### config.mk
export PLATFORM = sky130hd
export DESIGN_NAME = fp_align_pipe
export DESIGN_NICKNAME = d
export VERILOG_FILES = /design/src/rtl/fp_pkg.sv /design/src/rtl/fp_shift_sticky.sv /design/src/rtl/fp_align_pipe.sv
export SDC_FILE = /design/constraint.sdc
export NUM_CORES = 1
export LEC_CHECK = 0
export BUFFER_PORTS_ARGS = -buffer_cell sky130_fd_sc_hd__buf_2
export CAP_MARGIN = 20
export CORE_ASPECT_RATIO = 1.75
export CORE_MARGIN = 2
export CORE_UTILIZATION = 60
export DETAILED_ROUTE_END_ITERATION = 8
export PLACE_DENSITY = 0.84
export SLEW_MARGIN = 10
export SYNTH_ARGS = -nofsm -noshare
export SYNTH_HDL_FRONTEND = slang
export SYNTH_HIERARCHICAL = 1
export SYNTH_SLANG_ARGS = --single-unit
export TNS_END_PERCENT = 20
### constraint.sdc
create_clock -name clk -period 11.37 [get_ports clk]
set_input_delay 1.137 -clock clk [delete_from_list [all_inputs] [get_ports clk]]
set_output_delay 1.137 -clock clk [all_outputs]
set_load 0.01 [all_outputs]
### src/rtl/fp_pkg.sv
// fp_pkg: shared constants for the floating-point adder datapath.
//   - binary32 default field widths
//   - aligned mantissa width derivation {hidden, fraction, G, R, S}
//   - guard/round/sticky bit positions within an aligned mantissa
package fp_pkg;

  localparam int EXP_W_DEF   = 8;
  localparam int MANT_W_DEF  = 23;

  // Hidden bit + fraction + 3 extra bits (G, R, S) below the fraction LSB.
  function automatic int align_w(input int mant_w);
    return mant_w + 4;
  endfunction

  localparam int ALIGN_W_DEF = align_w(MANT_W_DEF);

  localparam int G_BIT = 2;
  localparam int R_BIT = 1;
  localparam int S_BIT = 0;

endpackage

### src/rtl/fp_shift_sticky.sv
// fp_shift_sticky: combinational right shifter with sticky collection.
//   val_i   : full mantissa {hidden, fraction, 3'b000}
//   shamt_i : unclamped shift distance
//   res_o   : val_i >> shamt_i, with bit 0 ORed with every bit shifted out.
//             Distances of ALIGN_W or more leave only bit 0 = |val_i.
module fp_shift_sticky
  import fp_pkg::*;
#(
  parameter int ALIGN_W = ALIGN_W_DEF,
  parameter int EXP_W   = EXP_W_DEF
) (
  input  logic [ALIGN_W-1:0] val_i,
  input  logic [EXP_W-1:0]   shamt_i,
  output logic [ALIGN_W-1:0] res_o
);

  logic [31:0]        sh;
  logic [ALIGN_W-1:0] lost;

  assign sh = 32'(shamt_i);

  always_comb begin
    res_o = '0;
    lost  = '0;
    if (sh >= 32'(ALIGN_W)) begin
      // Everything falls off the end; only the sticky survives.
      res_o[S_BIT] = |val_i;
    end else begin
      lost         = val_i & ~({ALIGN_W{1'b1}} << sh);
      res_o        = val_i >> sh;
      res_o[S_BIT] = res_o[S_BIT] | (|lost);
    end
  end

endmodule

### src/rtl/fp_align_pipe.sv
// fp_align_pipe: two-stage exponent alignment for the FP adder.
//   S1 registers effective exponents, compare result, |diff| and the full
//   mantissas; S2 right-shifts the smaller operand with sticky and presents
//   the result downstream. Full valid/ready backpressure, no bubbles.
// Ports:
//   clk, rst                  : clock, async active-high reset
//   in_valid/in_ready         : operand pair handshake
//   exp_a/b, mant_a/b         : biased exponents, stored fractions
//   denorm_a/b                : operand is denormal (exponent ignored)
//   out_valid/out_ready       : result handshake
//   aligned_a/b               : aligned mantissas, operand order kept
//   exp_out                   : larger effective exponent
//   b_larger                  : B's effective exponent strictly larger
//   shift_amt                 : unclamped exponent difference
module fp_align_pipe
  import fp_pkg::*;
#(
  parameter  int EXP_W   = EXP_W_DEF,
  parameter  int MANT_W  = MANT_W_DEF,
  localparam int ALIGN_W = MANT_W + 4
) (
  input  logic               clk,
  input  logic               rst,
  input  logic               in_valid,
  output logic               in_ready,
  input  logic [EXP_W-1:0]   exp_a,
  input  logic [EXP_W-1:0]   exp_b,
  input  logic [MANT_W-1:0]  mant_a,
  input  logic [MANT_W-1:0]  mant_b,
  input  logic               denorm_a,
  input  logic               denorm_b,
  output logic               out_valid,
  input  logic               out_ready,
  output logic [ALIGN_W-1:0] aligned_a,
  output logic [ALIGN_W-1:0] aligned_b,
  output logic [EXP_W-1:0]   exp_out,
  output logic               b_larger,
  output logic [EXP_W-1:0]   shift_amt
);

  // Same record for both stages: in S1 ma/mb are unshifted, in S2 aligned.
  typedef struct packed {
    logic [ALIGN_W-1:0] ma;
    logic [ALIGN_W-1:0] mb;
    logic [EXP_W-1:0]   ex;
    logic [EXP_W-1:0]   sh;
    logic               bl;
  } stg_t;

  logic [2:1] vld_pipe_q;
  stg_t       s1_q, s1_d, s2_q, s2_d;
  logic       in_fire, s1_move, s2_fire;

  // ---------------- handshake ----------------
  assign s2_fire  = vld_pipe_q[2] && out_ready;
  assign s1_move  = vld_pipe_q[1] && (!vld_pipe_q[2] || out_ready);
  assign in_ready = !vld_pipe_q[1] || s1_move;
  assign in_fire  = in_valid && in_ready;

  // ---------------- S1: compare exponents ----------------
  logic [EXP_W-1:0] eff_a, eff_b;

  always_comb begin
    eff_a   = denorm_a ? EXP_W'(1) : exp_a;
    eff_b   = denorm_b ? EXP_W'(1) : exp_b;
    s1_d    = '0;
    s1_d.ma = {~denorm_a, mant_a, 3'b000};
    s1_d.mb = {~denorm_b, mant_b, 3'b000};
    s1_d.bl = eff_b > eff_a;
    // Subtract in the known-safe order so the difference never wraps.
    s1_d.sh = s1_d.bl ? (eff_b - eff_a) : (eff_a - eff_b);
    s1_d.ex = s1_d.bl ? eff_b : eff_a;
  end

  // ---------------- S2: align the smaller operand ----------------
  // On a tie bl=0, so B takes the shift path with distance 0.
  logic [ALIGN_W-1:0] sh_in, sh_out;

  assign sh_in = s1_q.bl ? s1_q.ma : s1_q.mb;

  fp_shift_sticky #(.ALIGN_W(ALIGN_W), .EXP_W(EXP_W)) u_shift (
    .val_i  (sh_in),
    .shamt_i(s1_q.sh),
    .res_o  (sh_out)
  );

  always_comb begin
    s2_d    = s1_q;
    s2_d.ma = s1_q.bl ? sh_out : s1_q.ma;
    s2_d.mb = s1_q.bl ? s1_q.mb : sh_out;
  end

  // ---------------- registers ----------------
  always_ff @(posedge clk or posedge rst) begin
    if (rst) begin
      vld_pipe_q <= '0;
      s1_q       <= '0;
      s2_q       <= '0;
    end else begin
      if (in_fire)      vld_pipe_q[1] <= 1'b1;
      else if (s1_move) vld_pipe_q[1] <= 1'b0;

      if (s1_move)      vld_pipe_q[2] <= 1'b1;
      else if (s2_fire) vld_pipe_q[2] <= 1'b0;

      if (in_fire) s1_q <= s1_d;
      if (s1_move) s2_q <= s2_d;
    end
  end

  assign out_valid = vld_pipe_q[2];
  assign aligned_a = s2_q.ma;
  assign aligned_b = s2_q.mb;
  assign exp_out   = s2_q.ex;
  assign shift_amt = s2_q.sh;
  assign b_larger  = s2_q.bl;

endmodule
==> key figures <==
Critical path
  • CP peak stage delay: 850 ps
  • CP arrival: 4190 ps
  • Req. time, crit path: 11700 ps
  • Critical path's slowest cell: nor4_1
  • Crit. End Element: register
  • Max Fanout on Critical Path: 55
  • CP Launch Type: register
  • CP Class: reg -> reg
  • Critical-path cell list: buf_4, mux2_2, mux2i_1, nor4_1, a21oi_1, a211oi_2, nand2b_1, o21ai_0

Yosys
  • Syn Inst Count: roughly 1000
  • Mapped cell area: ~8700 um2
  • Top-area cell type share of the netlist area: between 30% and 40%
  • Yosys top cell by area: dfrtp_1
  • Post-synth EDFFs: 0
  • YS warnings: 6
  • Top post-synthesis cells by area: dfrtp_1 40%, nand2_1 11%, mux2i_1 8.2%, mux2_2 6.9%, o21ai_0 4.9%
  • Top FF cell, synth: dfrtp_1
  • Post-Syn Area per Cell: ~8.8 um2
  • Synth cell types: 73
  • Synth cell count leaders: 262 x nand2_1, 138 x dfrtp_1, 85 x o21ai_0, 71 x mux2i_1, 53 x mux2_2
  • Seq/Total Area, Yosys: about 40%
  • Most numerous cell in the Yosys netlist: nand2_1
  • Seq cells post-synth: 138
  • Asr flop ratio synth: 100.0%

Timing
  • Finish-stage setup viols: 0
  • Post-layout minimum cycle time: 3859 ps
  • RSZ-0062 raised after global routing: false
  • Worst-Margin Slew: between 1000 and 1500 ps
  • F_max: between 200 and 300 MHz
  • Fin. Hold Viols: 0
  • Period utilization: 33.94%
  • Slew margin rel.: between 30% and 40%
  • Hold WS: 472.1 ps
  • Final Max Tran Viols: 0
  • Setup Skew: 9.408 ps
  • Total Neg Setup Slack: 0 ps

Floorplanning
  • Chip height: 163.2 um
  • Cell Rows: 58
  • Initial Utilization: about three fifths
  • Die Width: 94.99 um
  • Die area: 15510 um2
  • Core area: 14300 um2
  • Io pins: between 100 and 150

Global routing
  • First-pass GRT wire length: 38.36 mm
  • Global Route Usage Sum: 32.37%
  • Remaining global-route overflow: 0
  • Largest net degree at the start of global routing: 112
  • Vias in the first global route: about 7500
  • Initial antenna violation count: 0

Pwr
  • Switching Power: 0.7728 mW
  • PD cells: 203.7 nW/um2
  • Cell leakage power: 4.823 nW
  • Clock group share of total power: 30.4%
  • Sequential share of power: 32.9%
  • VDD IR-drop max: about 0.16 mV
  • Switching share of power: a little under two fifths
  • Internal Dissipation: between 1 and 1.5 mW
  • Comb power frac: 36.6%

Clock tree
  • Clock slew seen by the registers of the worst setup and hold paths: approximately 60 ps
  • Number of buffers created by CTS: 17
  • CTS HTree Levels: 4
  • Hold Buf Count CTS: 0
  • CTS tree: done
  • Clk_lat worst skew: about 420 ps
  • Setup bufs post-CTS: 0
  • CTS root buf: clkbuf_16
  • Clk sinks: between 100 and 150
  • Clock buffer depth: 2
  • Post_cts resized: 0

Route
  • WL final: roughly 25 mm
  • Met3 WL: 1.348 mm
  • DRT antenna net count: 0
  • 1st-iter DRT viols: 1044
  • DRT Pass-1 Iters: 7
  • WL per Instance: 19.24 um
  • # DRC: 0
  • Via density per instance: 6.108
  • Wl on met1: 8.789 mm
  • Top sig layer: met4
  • Via count: 7879
  • DR WL met2: 12.81 mm

Placed design
  • Port-buffer cells: 140
  • Detailed placement HPWL: roughly 17 mm
  • Placer congestion estimate: approximately 1.1

Cells and area
  • Utilization after layout: 70.56%
  • Nets: 1181
  • Area growth syn-to-layout: 16.03%
  • Antenna diodes: 0
  • Reg area: 3457 um2
  • Layout cells sized above 1: 23.87%
  • Multi-input gate area: approximately 4900 um2
  • Fillers: approximately 1100

Run
  • Maxcap violations: 0

Outcome
  • Outcome: finished, final reports clean

Worst hold path
  • Worst hold path class: reg -> reg
-- stage by stage --
| stage | instance area [um2] | total power, mW | setup slack (ps) | std cells |
|---|---|---|---|---|
| after floorplan | 8735 | 1.188 | 6537 | 997 |
| after global placement | 9429 | 1.394 | 7511 | 1259 |
| after detailed placement | 9429 | 1.408 | 7486 | 1259 |
| after CTS | 10090 | 2.039 | 7702 | 1290 |
| after global routing | 10090 | 2.145 | 7462 | 1290 |
| final | 10090 | 2.055 | 7511 | 1290 |
-- power by group through the flow --
stage / sequential, mW / clock [mW] / combinational, mW
2_1_floorplan: 0.679 / 0 / 0.508
3_3_place_gp: 0.678 / 0 / 0.716
3_5_place_dp: 0.683 / 0 / 0.725
4_1_cts: 0.675 / 0.630 / 0.734
5_1_grt: 0.690 / 0.651 / 0.804
6_report: 0.676 / 0.625 / 0.753
-- final cells by class --
| type | count | share of cell area (%) |
|---|---|---|
| multi-input cells | 762 | 48.19 |
| flip-flops and latches | 138 | 34.27 |
| repair buffers | 149 | 7.616 |
| clock buffers | 17 | 4.217 |
| clock inverters | 14 | 2.307 |
| well taps | 180 | 2.233 |
| inverters | 30 | 1.166 |
-- state kept, by name, indices dropped and copies added (netlist names) --
signal	count
s1_q	65
aligned_a	27
aligned_b	27
exp_out	8
shift_amt	8
vld_pipe_q	2
b_larger	1
-- layer usage --
| metal | track usage (%) | vias up |
|---|---|---|
| met5 | 0 | - |
| met3 | 5.166 | 140 |
| met1 | 35.01 | 3733 |
| met2 | 56.80 | 379 |
| li1 | - | 3627 |
| met4 | 21.74 | 0 |
-- critical path, delay by kind of cell, from the launching register on --
kind / cells / cell delay, ps
AO/OA/AOI/OAI: 3 / 830
flip-flops: 1 / 680
multiplexers: 2 / 550
buffers and inverters: 1 / 700
AND/OR/NAND/NOR: 2 / 950
-- cells by family after synthesis --
| kind of cell | share of synthesized area [%] |
|---|---|
| other cells | 0.04314 |
| simple gates | 19.26 |
| xor+xnor | 1.080 |
| mux | 19.10 |
| buf+inv | 4.965 |
| compound gates | 13.67 |
| fa+ha+maj | 2.159 |
| flops | 39.72 |
-- placed cells by master (no fill, tap or decap), types with 3 or more instances in the layout --
cell and n:
o211ai_1 5, bufinv_16 5, mux4_2 11, nor2_1 52, clkbuf_16 17, nor3_2 4, o22ai_1 6, a21oi_1 41
nand4_1 3, o21ai_1 9, buf_2 140, a31oi_1 6, ha_1 15, mux2_2 53, nor2b_1 7, and2_1 5
inv_6 6, and3_1 3, buf_4 9, nand3_1 14, a221oi_1 4, inv_1 27, xnor2_1 5, nand2b_1 13
dfrtp_1 137, conb_1 12, o21a_1 3, nor3_1 10, mux2i_1 71, nor4_1 8, o21ai_0 85, a211oi_1 3
nand2_1 260, mux4_1 4
-- worst paths after layout --
path / from / endpoint / slack (ps) / depth (start not counted)
max in group asynchronous: rst / s1_q[0] / 9130 / 3
max reg2reg: s1_q[0] / aligned_b[1] / 7510 / 8
max: s1_q[0] / aligned_b[1] / 7510 / 8
min in group asynchronous: rst / aligned_a[11] / 770 / 2
min: aligned_b[13] / aligned_b[13] / 470 / 2
min reg2reg: aligned_b[13] / aligned_b[13] / 470 / 2
(Power assumes the default switching activity.)
